File: config.mk
export PLATFORM = sky130hd
export DESIGN_NAME = sar_scan_sequencer
export DESIGN_NICKNAME = d
export VERILOG_FILES = /design/src/rtl/sar_scan_sequencer.sv
export SDC_FILE = /design/constraint.sdc
export NUM_CORES = 1
export LEC_CHECK = 0
export ABC_CLOCK_PERIOD_IN_PS = 2600
export CORE_AREA = 8 8 90 92
export CTS_CLUSTER_SIZE = 40
export DETAILED_ROUTE_END_ITERATION = 8
export DIE_AREA = 0 0 98 100
export PLACE_DENSITY_LB_ADDON = 0.3
export SYNTH_ARGS = -nofsm -noshare
export SYNTH_HDL_FRONTEND = slang
export SYNTH_SLANG_ARGS = --single-unit
File: constraint.sdc
create_clock -name clk_i -period 2.6 [get_ports clk_i]
set_input_delay 0.52 -clock clk_i [delete_from_list [all_inputs] [get_ports clk_i]]
set_output_delay 0.52 -clock clk_i [all_outputs]
set_load 0.01 [all_outputs]
File: src/rtl/sar_scan_sequencer.sv
// Periodic multi-channel scan controller for a SAR ADC core.
// A programmable timer launches a scan; each channel is settled, converted
// 2^OsrLog2 times, averaged by truncation and offered on a valid/ready port.
module sar_scan_sequencer #(
    parameter int Resolution   = 8,
    parameter int Channels     = 4,
    parameter int OsrLog2      = 2,
    parameter int SettleCycles = 2,
    parameter int PeriodWidth  = 16,
    localparam int ChanW       = (Channels > 1) ? $clog2(Channels) : 1
) (
    input  logic                   clk_i,
    input  logic                   rst_i,
    input  logic                   en_i,
    input  logic [PeriodWidth-1:0] period_i,
    input  logic                   clr_i,
    output logic                   sar_start_o,
    input  logic                   sar_rdy_i,
    input  logic [Resolution-1:0]  sar_result_i,
    output logic [ChanW-1:0]       chan_o,
    output logic [Resolution-1:0]  data_o,
    output logic [ChanW-1:0]       tag_o,
    output logic                   valid_o,
    input  logic                   ready_i,
    output logic                   busy_o,
    output logic                   overrun_o,
    output logic                   missed_o
);

    localparam int AccW = Resolution + OsrLog2;
    localparam int NW   = (OsrLog2 > 0) ? OsrLog2 : 1;
    localparam int SetW = $clog2(SettleCycles + 2);

    localparam logic [NW-1:0]    NLast      = NW'((1 << OsrLog2) - 1);
    localparam logic [SetW-1:0]  SettleLast = SetW'((SettleCycles > 0) ? SettleCycles - 1 : 0);
    localparam logic [ChanW-1:0] ChanLast   = ChanW'(Channels - 1);

    typedef enum logic [2:0] {
        IDLE,
        SETTLE,
        START,
        WAIT,
        DONE
    } state_t;

    state_t                 state_q, state_d;
    logic [PeriodWidth-1:0] cnt_q;
    logic                   tick;
    logic [ChanW-1:0]       chan_q, chan_d;
    logic [AccW-1:0]        acc_q, acc_d;
    logic [NW-1:0]          n_q, n_d;
    logic [SetW-1:0]        settle_q, settle_d;
    logic [Resolution-1:0]  data_q, data_d;
    logic [ChanW-1:0]       tag_q, tag_d;
    logic                   valid_q, valid_d;
    logic                   start_q;
    logic                   busy_q;
    logic                   overrun_q, overrun_d;
    logic                   missed_q, missed_d;
    logic [Resolution-1:0]  avg;

    assign tick = en_i && (cnt_q == period_i);
    // Upper Resolution bits of the accumulator are the truncated average.
    assign avg  = acc_q[OsrLog2 +: Resolution];

    // Scan-period timer: free-running while enabled, held at zero otherwise.
    always_ff @(posedge clk_i) begin
        if (rst_i || !en_i || (cnt_q == period_i)) begin
            cnt_q <= '0;
        end else begin
            cnt_q <= cnt_q + 1'b1;
        end
    end

    // State and datapath registers; start/busy are registered from the next state.
    always_ff @(posedge clk_i) begin
        if (rst_i) begin
            state_q   <= IDLE;
            chan_q    <= '0;
            acc_q     <= '0;
            n_q       <= '0;
            settle_q  <= '0;
            data_q    <= '0;
            tag_q     <= '0;
            valid_q   <= 1'b0;
            start_q   <= 1'b0;
            busy_q    <= 1'b0;
            overrun_q <= 1'b0;
            missed_q  <= 1'b0;
        end else begin
            state_q   <= state_d;
            chan_q    <= chan_d;
            acc_q     <= acc_d;
            n_q       <= n_d;
            settle_q  <= settle_d;
            data_q    <= data_d;
            tag_q     <= tag_d;
            valid_q   <= valid_d;
            start_q   <= (state_d == START);
            busy_q    <= (state_d != IDLE);
            overrun_q <= overrun_d;
            missed_q  <= missed_d;
        end
    end

    // Next-state, accumulation, output-port and sticky-flag logic.
    always_comb begin
        state_d   = state_q;
        chan_d    = chan_q;
        acc_d     = acc_q;
        n_d       = n_q;
        settle_d  = settle_q;
        data_d    = data_q;
        tag_d     = tag_q;
        valid_d   = valid_q;
        overrun_d = overrun_q;
        missed_d  = missed_q;

        if (valid_q && ready_i) begin
            valid_d = 1'b0;
        end

        // Clear first so that a same-cycle set event overrides it.
        if (clr_i) begin
            overrun_d = 1'b0;
            missed_d  = 1'b0;
        end

        if (tick && (state_q != IDLE)) begin
            missed_d = 1'b1;
        end

        if (!en_i) begin
            state_d  = IDLE;
            chan_d   = '0;
            acc_d    = '0;
            n_d      = '0;
            settle_d = '0;
        end else begin
            case (state_q)
                IDLE: begin
                    if (tick) begin
                        state_d  = SETTLE;
                        chan_d   = '0;
                        acc_d    = '0;
                        n_d      = '0;
                        settle_d = '0;
                    end
                end
                SETTLE: begin
                    if (settle_q == SettleLast) begin
                        state_d = START;
                    end else begin
                        settle_d = settle_q + 1'b1;
                    end
                end
                START: begin
                    state_d = WAIT;
                end
                WAIT: begin
                    if (sar_rdy_i) begin
                        acc_d = acc_q + AccW'(sar_result_i);
                        if (n_q == NLast) begin
                            state_d = DONE;
                        end else begin
                            n_d     = n_q + 1'b1;
                            state_d = START;
                        end
                    end
                end
                DONE: begin
                    if (!valid_q || ready_i) begin
                        data_d  = avg;
                        tag_d   = chan_q;
                        valid_d = 1'b1;
                    end else begin
                        overrun_d = 1'b1;
                    end
                    acc_d = '0;
                    n_d   = '0;
                    if (chan_q == ChanLast) begin
                        state_d = IDLE;
                        chan_d  = '0;
                    end else begin
                        state_d  = SETTLE;
                        chan_d   = chan_q + 1'b1;
                        settle_d = '0;
                    end
                end
                default: begin
                    state_d = IDLE;
                end
            endcase
        end
    end

    assign sar_start_o = start_q;
    assign chan_o      = chan_q;
    assign data_o      = data_q;
    assign tag_o       = tag_q;
    assign valid_o     = valid_q;
    assign busy_o      = busy_q;
    assign overrun_o   = overrun_q;
    assign missed_o    = missed_q;

endmodule
==> results.yml, run 1 <==
clocking:
  cts-buffers-inserted: 5
  cts_buffer_depth: 2
  cts_tree: "built"
  clkSlewWorstSetupHoldPaths_ps: 90
  cts_hold_buf: 0
  insertion_delay_ps: 310
  clk_root_buffer_cell: "clkbuf_8"
  ctsResizeCount: 0
  cts.sinks: 50
  h-tree-depth: 2
  post_cts_buffers: 0
min_path:
  whs_path_depth: 2
  min_to: "settle_q[1]"
  hp-class: "reg2reg"
  worstHoldStart: "settle_q[1]"
yosys:
  netlist_area_um2: 2570
  async_flop_share: 0
  syn_inst: 296
  ys.flop_type: "dfxtp_1"
  synth_cell_type_count: 42
  synth_warnings: 0
  synth-seq-cells: 50
  synth_area_per_cell_um2: 8.68
  ys_seq_area_frac: 0.389
  synth_edf_count: 0
  syn-num-nets: 339
place:
  dp.cells: 421
  portBuffers: 46
  dp_hpwl_mm: 4.55
  postPlaceCellArea_um2: 3160
  place.gp.congestion: 0.836
die:
  dieArea_um2: 9800
  dieWidth_um: 98
  initial_core_util: 0.387
  rows: 30
  pin_count: 47
  core-area_um2: 6640
  chipHeight_um: 100
power_and_ir_drop:
  pwr_density_cell_nw_per_um2: 413
  vdd_ir_drop_max_v: 0.000180
  power_leakage_nw: 1.24
detailed_routing:
  wl_per_cell_um: 13.6
  first_pass_iters: 4
  drc_errors: 0
  routed_wl_mm: 5.82
  vias_per_cell: 5.02
  drt_iter0_drc: 60
  antenna_left: 0
  vias: 2152
final_layout:
  layout.nets: 391
  final_common_cell: "nor2_1"
  final_util: 0.489
  most-common-layout-cells: "54 x nor2_1, 50 x dfxtp_1, 46 x clkdlybuf4s50_1"
  area_delta_synth_final_pct: 26.3
  fin_area_um2: 3250
  fin_cells: 429
  n_antenna_cell: 0
  final_layout_size_suffix_gt1_frac: 0.0716
global_route:
  grt_max_degree: 17
  grt_pass1_wl_mm: 10.0
  grtUsageMet2: 0.209
  grt_pass1_vias: 2146
  grt.busiest_layer: "met2"
  met3_usage: 0.0374
  use_met1: 0.147
  overflow: 0
  grtUsageTotal: 0.124
  antenna_found_initial: 0
status:
  status: "complete, no violations"
sta:
  rsz0062_at_grt: "false"
  period_needed_ps: 2290
  slew_headroom: 0.573
  worst_pin_slew_ps: 638
  period_share: 0.880
  fin_setup_tns_ps: 0
  setup_viol: 0
  drv_slew: 0
  fmax_mhz: 437
  fin_skew_ps: 3.65
  hold_viol: 0
setup_path:
  regToRegEndpoint: "acc_q[8]"
  crit_type: "in2reg"
  rr_startpoint: "cnt_q[7]"
  crit_fanout: 3
  cp-end-kind: "flip-flop"
  reg2reg_depth: 6
  required_ps: 2850
  cp-start-kind: "input pin"
  r2r_setup_slack_ps: 600
  worstPathArrival_ps: 2540
run:
  cap_violations: 0
-- cell families (layout without fill, tap and decap cells) --
group	Yosys count	count (layout)	synth area share
AOI/OAI and AO/OA	44	44	0.110
xor gates and xnor gates	34	34	0.119
adders and majority gates	13	13	0.0662
buffers and inverters	22	75	0.0365
DFF	50	50	0.389
muxes	14	14	0.0545
and+or+nand+nor	119	119	0.225
-- registers in the layout, indices dropped and copies added, names as in the netlist, 2 cells and up --
register / count
tag_o: 2
state_q: 3
acc_q: 10
cnt_q: 16
chan_o: 2
settle_q: 2
data_o: 8
n_q: 2
-- per-layer routing --
metal  vias up  part of all wire  wire length (um)
met5         -                 0                 0
met4         0             0.013                74
met3         7             0.054               316
met2        43              0.46              2660
met1       991              0.48              2770
li1       1111                 -                 -
-- power breakdown --
group	internal, W	total (W)	switching (W)
Combinational	0.0000637	0.000109	0.0000450
Clock	0.000190	0.000466	0.000276
Sequential	0.000767	0.000768	0.00000160
Total	0.00102	0.00134	0.000323
-- worst max-delay path by stage --
stage / startpoint / endpoint / slack, ps
6_report: sar_result_i[0] / acc_q[8] / 310
3_5_place_dp: sar_result_i[0] / acc_q[8] / -10
4_1_cts: sar_result_i[0] / acc_q[8] / 310
3_3_place_gp: sar_result_i[0] / acc_q[8] / 40
2_1_floorplan: sar_result_i[0] / acc_q[8] / 570
5_1_grt: sar_result_i[0] / acc_q[8] / 160
-- cell usage after synthesis, drive strengths merged, types with 2 or more instances --
library cell,number,area [um2]
clkbuf,8,30.0
a21o,2,15.0
ha,12,150
o21ai,10,50.1
a21oi,13,68.8
a211oi,3,27.5
buf,4,26.3
nand2b,6,37.5
nor2b,4,25.0
o22ai,2,12.5
dfxtp,50,1000
and3,2,12.5
o21a,3,22.5
xnor2,22,200
mux2i,14,140
nand3,7,35.0
nor3,3,15.0
a22oi,5,37.5
or2,2,12.5
xor2,12,105
nand3b,3,22.5
inv,10,37.5
or3,2,12.5
nand4,11,68.8
nand2,18,67.6
and2,3,18.8
nor2,54,203
-- cell type report --
cell class	count	area [um2]
Fill cell	638	3400
Multi-Input combinational cell	224	1480
Sequential cell	50	1000
Timing Repair Buffer	57	543
Tap cell	80	100
Clock buffer	5	68.8
Inverter	10	37.5
Clock inverter	3	21.3
-- through the flow --
step	total power (W)	hold WS, ps	setup slack [ps]
6_report	0.00134	467	311
3_3_place_gp	0.000895	445	39.5
3_5_place_dp	0.000895	456	-14.0
2_1_floorplan	0.000831	435	572
4_1_cts	0.00136	470	307
5_1_grt	0.00140	482	161
-- worst max-delay path, cell delays in order --
cell and delay [ps]:
clkdlybuf4s50_1 460, ha_1 190, inv_1 60, fa_1 370, nor2b_1 170, o2111ai_1 150
nand3_1 100, a21oi_1 70, or3_1 310, a21boi_1 140
(Power assumes the default switching activity.)
==> run 2, diff against run 1 <==
--- a/config.mk
+++ b/config.mk
@@ -6,6 +6,7 @@
 export NUM_CORES = 1
 export LEC_CHECK = 0
 export ABC_CLOCK_PERIOD_IN_PS = 2600
+export CAP_MARGIN = 20
 export CORE_AREA = 8 8 90 92
 export CTS_CLUSTER_SIZE = 40
 export DETAILED_ROUTE_END_ITERATION = 8
==> results of run 2 <==
The final DEF is identical to that of run 1; final timing and power are the same.
